--- src/rtl/pacman_sprite_control.sv ---
// Pac-Man sprite engine: holds the 8x8 sprite position and streams its pixels (or an erase) to the frame buffer.
// Latency: draw = UPDATE + 64 pixels + DONE (67 cycles per request), clear = 66; one pixel per clock, all outputs registered.
// No backpressure: requests are only sampled in IDLE. PACMAN_TRANSPARENT_EN suppresses plot on bitmap-0 pixels of a draw.
module pacman_sprite_control #(
  parameter logic [11:0] SPRITE_COLOUR = 12'hFF0,
  parameter logic [11:0] BG_COLOUR     = 12'h000,
  parameter int          SCREEN_W      = 160,
  parameter int          SCREEN_H      = 120
) (
  input  logic        clk,
  input  logic        resetn,
  input  logic        draw,
  input  logic        clear,
  input  logic        load,
  input  logic [7:0]  load_x,
  input  logic [6:0]  load_y,
  input  logic        shift_h,
  input  logic        shift_v,
  input  logic [6:0]  shift_amount,
  output logic [7:0]  x_out,
  output logic [6:0]  y_out,
  output logic [11:0] colour_out,
  output logic        plot,
  output logic        complete,
  output logic [7:0]  posx,
  output logic [6:0]  posy
);

  typedef enum logic [1:0] {IDLE, UPDATE, PLOT, DONE} state_t;

  localparam logic signed [8:0] MAX_X = 9'(SCREEN_W - 8);
  localparam logic signed [8:0] MAX_Y = 9'(SCREEN_H - 8);

  state_t state_q, state_d;
  logic [5:0] cnt_q;
  logic       erase_q;

  logic signed [8:0] step, sum_x, sum_y;
  logic [8:0]        cx, cy;
  logic [7:0]        row_bits;
  logic              pix_bit;

  function automatic logic [7:0] sprite_row(input logic [2:0] r);
    case (r)
      3'd0, 3'd7: sprite_row = 8'h3C;
      3'd1, 3'd6: sprite_row = 8'h7E;
      3'd2, 3'd5: sprite_row = 8'hF8;
      default:    sprite_row = 8'hF0;
    endcase
  endfunction

  function automatic logic [8:0] clamp(input logic signed [8:0] v, input logic signed [8:0] hi);
    if (v < 0)       clamp = 9'd0;
    else if (v > hi) clamp = hi;
    else             clamp = v;
  endfunction

  // Signed arithmetic in 9 bits so a negative step can be detected and clamped rather than wrapped.
  always_comb begin
    step  = $signed({{2{shift_amount[6]}}, shift_amount});
    sum_x = $signed({1'b0, posx}) + (shift_h ? step : 9'sd0);
    sum_y = $signed({2'b00, posy}) + (shift_v ? step : 9'sd0);
    if (load) begin
      cx = clamp($signed({1'b0, load_x}), MAX_X);
      cy = clamp($signed({2'b00, load_y}), MAX_Y);
    end else begin
      cx = clamp(sum_x, MAX_X);
      cy = clamp(sum_y, MAX_Y);
    end
  end

  always_comb begin
    row_bits = sprite_row(cnt_q[5:3]);
    pix_bit  = row_bits[~cnt_q[2:0]];
  end

  always_ff @(posedge clk) begin
    if (!resetn) state_q <= IDLE;
    else         state_q <= state_d;
  end

  always_comb begin
    state_d = state_q;
    case (state_q)
      IDLE: begin
        if (clear)     state_d = PLOT;
        else if (draw) state_d = UPDATE;
      end
      UPDATE: state_d = PLOT;
      PLOT:   if (cnt_q == 6'd63) state_d = DONE;
      DONE:   state_d = IDLE;
      default: state_d = IDLE;
    endcase
  end

  always_ff @(posedge clk) begin
    if (!resetn) begin
      cnt_q      <= '0;
      erase_q    <= 1'b0;
      posx       <= '0;
      posy       <= '0;
      x_out      <= '0;
      y_out      <= '0;
      colour_out <= '0;
      plot       <= 1'b0;
      complete   <= 1'b0;
    end else begin
      plot     <= 1'b0;
      complete <= 1'b0;
      case (state_q)
        IDLE: begin
          cnt_q <= '0;
          if (clear || draw) erase_q <= clear;
        end
        UPDATE: begin
          posx <= cx[7:0];
          posy <= cy[6:0];
        end
        PLOT: begin
          x_out      <= posx + {5'b0, cnt_q[2:0]};
          y_out      <= posy + {4'b0, cnt_q[5:3]};
          colour_out <= (!erase_q && pix_bit) ? SPRITE_COLOUR : BG_COLOUR;
`ifdef PACMAN_TRANSPARENT_EN
          plot       <= erase_q || pix_bit;
`else
          plot       <= 1'b1;
`endif
          cnt_q      <= cnt_q + 6'd1;
        end
        DONE: complete <= 1'b1;
        default: ;
      endcase
    end
  end

endmodule

--- config.mk ---
export PLATFORM = sky130hd
export DESIGN_NAME = pacman_sprite_control
export DESIGN_NICKNAME = d
export VERILOG_FILES = /design/src/rtl/pacman_sprite_control.sv
export SDC_FILE = /design/constraint.sdc
export NUM_CORES = 1
export LEC_CHECK = 0
export ABC_AREA = 1
export CAP_MARGIN = 10
export CORE_MARGIN = 8
export CORE_UTILIZATION = 47
export CTS_BUF_LIST = sky130_fd_sc_hd__clkbuf_16
export CTS_CLUSTER_SIZE = 28
export DETAILED_ROUTE_END_ITERATION = 8
export GPL_TIMING_DRIVEN = 1
export PLACE_DENSITY_LB_ADDON = 0.3
export SKIP_CTS_REPAIR_TIMING = 1
export SLEW_MARGIN = 40
export SYNTH_ARGS = -nofsm -noshare
export SYNTH_HDL_FRONTEND = slang
export SYNTH_SLANG_ARGS = --single-unit
--- constraint.sdc ---
create_clock -name clk -period 2.1 [get_ports clk]
set_clock_uncertainty 0.1 [all_clocks]
set_input_delay 0.315 -clock clk [delete_from_list [all_inputs] [get_ports clk]]
set_output_delay 0.315 -clock clk [all_outputs]
set_load 0.02 [all_outputs]
Yosys cells after proc, flatten, opt, wreduce, memory -nomap -nowiden. Cells that the tools add are included.

Bits in registers: 53. Input bits: 29. Output and inout port bits: 44.

Add/subtract/negate cells: 5. $lt $le $gt $ge: 7. Equal/unequal tests: 11. Mux-type cells: 21. Bitwise logic cells: 1. Reductions and logical operators: 11.

Operator list (count): $mux 8 (4); $mux 7 (4); $pmux 8 s3 (1); $lt 9x1->1 const B (2); $mux 9 (2); $mux 12 (1); $pmux 6 s2 (1); $add 8x9->9 (1); $add 9x9->9 (1); $eq 3x3->1 const B (3); $gt 9x8->1 const B (1); $gt 9x9->1 const B (1); $add 8x3->8 (1); $gt 8x8->1 const B (1); $pmux 2 s4 (1); $add 7x3->7 (1); $gt 7x7->1 const B (1); $add 6x1->6 const B (1); $eq 6x6->1 const B (1); $mux 2 (3); $reduce_or 2->1 (3); $eq 2x2->1 const B (2); $lt 3x4->1 const B (1); $reduce_and 2->1 (2); other kinds (14) (16).

Longest topological paths before layout.
Depth after elaboration: 7. Mapped depth: 16. Mapped depth without buffers: 16.

Worst setup path after synthesis. OpenSTA, ideal clock, no wires.

Path type: flip-flop to flip-flop. From: register posx[0]. To: register posx[4]. Library setup time: 0.066 ns. Arrival: 1.897 ns. Slack: 0.037 ns. Stages on the path, launching flop included: 14. Path buffers: 0. Clock period less this slack: 2.063 ns. Path through: dfxtp_1 > ha_1 > fa_1 > nand3_1 > nand3_2 > nand2_2 > nand2_1 > nand2_1 > nand2_2 > nor2_2 > nand2_2 > nand2_1 > nand2_1 > a21oi_2.

Cells in the longest elaborated chain, start to end: 5. Elaborated cells between the ends (all ways): 6. Classes of those cells: 1 x add/sub; 2 x order compare; 3 x mux.

Ends and longest elaborated chain: start: declaration (line 25) `output logic [7:0] posx,`; start signal: assignment (line 116) `posx <= cx[7:0];`; $add 9x9->9 (*) (line 61) `sum_x = $signed({1'b0, posx}) + (shift_h ? step : 9'sd0);`; $gt 9x9->1 (line 54) `else if (v > hi) clamp = hi;`; $mux 8 (line 54); $mux 8 (*) (line 53) `if (v < 0) clamp = 9'd0;`; $mux 8 (*) (line 63) `if (load) begin`.

Every way passes the cells marked *; elsewhere a longest branch is shown, timed or not. A chain may end at the register's enable or synchronous reset.

Worst setup path after layout.
From: input port shift_amount[3]. To: register posx[3].

Cells in the longest elaborated chain, start to end: 6. Elaborated cells between the ends (all ways): 7. Classes of those cells: 1 x add/sub; 2 x order compare; 4 x mux.

Ends and longest elaborated chain: start: declaration (line 19) `input logic [6:0] shift_amount,`; $mux 9 (*) (line 61); $add 9x9->9 (*) (line 61); $gt 9x9->1 (line 54); $mux 8 (line 54); $mux 8 (*) (line 53); $mux 8 (*) (line 63).

Marks and branches as above.

==> results.json <==
{
  "status": "finished clean",
  "htree_levels": 2,
  "rows": 30,
  "power_leakage_nw": 2.273,
  "register_area_um2": 847.1,
  "dieArea_um2": 10070,
  "synth.distinct_cells": 40,
  "fmax_mhz": 504.8,
  "synth-seq-cells": 42,
  "cts_sinks": 42,
  "dpl-instance-area_um2": 4307,
  "cts_buffers": 5,
  "powerDensity_nw_per_um2": 985.3,
  "drt_wl_total_um": 9945,
  "yosysTopAreaCell": "dfxtp_1",
  "post-place-ws_ns": -0.5453,
  "relSlewSlack_pct": 61.47,
  "vias": 3651,
  "r2r_slack_ns": 0.13,
  "grt_use_total_pct": 18.72,
  "first_global_vias": 3459,
  "drt_pass1_iterations": 4,
  "ios": 73,
  "drive_gt1_share_pct": 17.73,
  "dp_hpwl_um": 7752,
  "syn_area_um2": 3346,
  "fin_ws_ns": 0.1191,
  "finalSetupViolations": 0,
  "crit_path_start": "shift_amount[3]",
  "min_delay_path_depth": 2,
  "worstMarginPinSlew_ns": 0.5761,
  "ys_seq_area_share_pct": 25.13,
  "multi_input_area_um2": 2245,
  "yosys_warnings": 0,
  "hp-start": "x_out[5]",
  "core_area_um2": 6832,
  "arrival_ns": 2.11,
  "syn_inst": 511,
  "min_to": "x_out[5]",
  "slowest_stage": "clkdlybuf4s50_1",
  "worstSetupEndpointType": "register",
  "synth_area_leaders": "dfxtp_1, nand2_1, ha_1",
  "crit_top_cell": "nand2_1",
  "grt_max_degree": 23,
  "reg2reg_depth": 10,
  "final_util_pct": 68.63,
  "clock_latency_ns": 0.29,
  "crit_chain": "clkdlybuf4s50_1 > nand2_1 > inv_2 > ha_4 > nand2_2 > nand3_2 > nand2_2 > nand2_1 > nand2_1 > nand2_2 > nor2_4 > nand2_4 > nand2_1 > nand2_1 > a21oi_2",
  "area_growth_syn_to_layout_pct": 40.13,
  "postRouteAntennaNets": 0,
  "r2r_start": "posx[0]",
  "fin_area_um2": 4688,
  "crit_required_ns": 2.22,
  "final_common_cell": "nand2_1",
  "die_w_um": 100.4,
  "critPathMaxStageDelay_ns": 0.48,
  "fin_setup_tns_ns": 0,
  "max-vdd-ir-drop_mv": 0.4496,
  "antenna_found_initial": 0,
  "finalHoldViolations": 0,
  "crit_fanout": 7,
  "drc": 0,
  "hold_slack_ns": 0.3676,
  "drtIter0Drc": 255,
  "nets": 669,
  "max-clock-path-buffers": 2,
  "num-fill-cells": 632,
  "gp_congestion": 0.9012,
  "cts_tree": "built",
  "post_drt_wl_per_cell_um": 14.11,
  "syn_area_per_cell_um2": 6.547,
  "io_buffers": 68,
  "period_needed_ns": 1.981,
  "cts-root-buf": "clkbuf_16",
  "clkTransAtPathRegs_ns": 0.06,
  "min_path_type": "reg -> reg",
  "initial_core_util_pct": 48.97,
  "r2r-end": "x_out[6]",
  "worst_setup_path_start_kind": "input port",
  "antennaDiodeCount": 0,
  "cap_violations": 0,
  "die_y_um": 100.4,
  "worst-setup-path-type": "in -> reg",
  "period_share_pct": 94.33,
  "most-common-layout-cells": "nand2_1, inv_1, clkdlybuf4s50_1",
  "final_max_slew_viol_count": 0,
  "vias_per_cell": 5.179,
  "grt_pass1_wl_um": 15500,
  "grt_overflow": 0,
  "synth_top_area_share_pct": 25.13
}
-- metal layers --
metal  share of wire [%]  routed length (µm)  GRT usage [%]  vias to the layer above
li1                    -                   -              -                     1848
met1                  42                4187          22.00                     1688
met2                  51                5054          33.49                      102
met3                 5.2                 521          2.699                       13
met4                 1.8                 180          6.744                        0
met5                   0                   0              0                        -
-- final cells by class --
| class | count | area share [%] |
|---|---|---|
| multi-input combinational | 363 | 47.88 |
| timing repair buffer | 108 | 21.43 |
| sequential | 42 | 18.07 |
| inverter | 88 | 7.046 |
| clock buffer | 5 | 2.669 |
| tap | 96 | 2.562 |
| clock inverter | 3 | 0.3469 |
-- flip-flops by register name, summed over array words and instances, names as in the netlist, 2 cells and up --
signal and flops:
posy 7, x_out 8, posx 8, cnt_q 6, y_out 7, state_q 2
-- critical path: cells and delay by family --
family          cells  cell delay, ns
simple gates       11            0.91
buf+inv             2            0.56
fa+ha+maj           1            0.22
compound gates      1            0.11
-- cell families (layout without fill, tap and decap cells) --
logic type      after synthesis  in the layout  share of synthesized area (%)
xor+xnor                      4              4                          1.047
compound gates               99             99                          17.05
fa+ha+maj                    32             32                          12.86
other cells                   1              4                         0.1121
flops                        42             42                          25.13
buf+inv                     109            204                          13.95
simple gates                224            224                          29.84
-- where the power goes --
| part | internal (W) | switching [W] | total, W |
|---|---|---|---|
| registers | 0.000995 | 0.000212 | 0.00121 |
| logic | 0.00119 | 0.00147 | 0.00266 |
| clock network | 0.000434 | 0.000316 | 0.000750 |
| total | 0.00262 | 0.00200 | 0.00462 |
-- cells in the mapped netlist (all sizes together) --
| master | number |
|---|---|
| inv | 88 |
| o21ai | 37 |
| a31oi | 7 |
| nor2 | 30 |
| a22o | 1 |
| or2 | 1 |
| nand3b | 5 |
| xor2 | 3 |
| dlygate4sd1 | 2 |
| xnor2 | 1 |
| o21bai | 2 |
| o211ai | 2 |
| clkbuf | 4 |
| a211oi | 1 |
| conb | 1 |
| nor4 | 2 |
| fa | 4 |
| a21oi | 41 |
| ha | 28 |
| nand3 | 40 |
| and2 | 1 |
| buf | 15 |
| dfxtp | 42 |
| nand2 | 133 |
| o2111ai | 1 |
| o311ai | 1 |
| o21a | 1 |
| a32o | 5 |
| nor3 | 2 |
| nand4 | 10 |
-- worst max-delay path by stage --
stage | slack, ns | endpoint | cells past startpoint
3_5_place_dp | -0.55 | posx[3] | 16
5_1_grt | -0.03 | posx[3] | 16
4_1_cts | -0.25 | posx[3] | 16
2_1_floorplan | 0.04 | posx[4] | 13
3_3_place_gp | -0.47 | posx[4] | 16
6_report | 0.12 | posx[3] | 15
-- per-stage QoR --
stage	instances	power (W)
after global routing	705	0.004952
after CTS	703	0.004407
final	705	0.004620
after global placement	695	0.003587
after floorplan	514	0.002608
after detailed placement	695	0.003642
(Power assumes the default switching activity.)
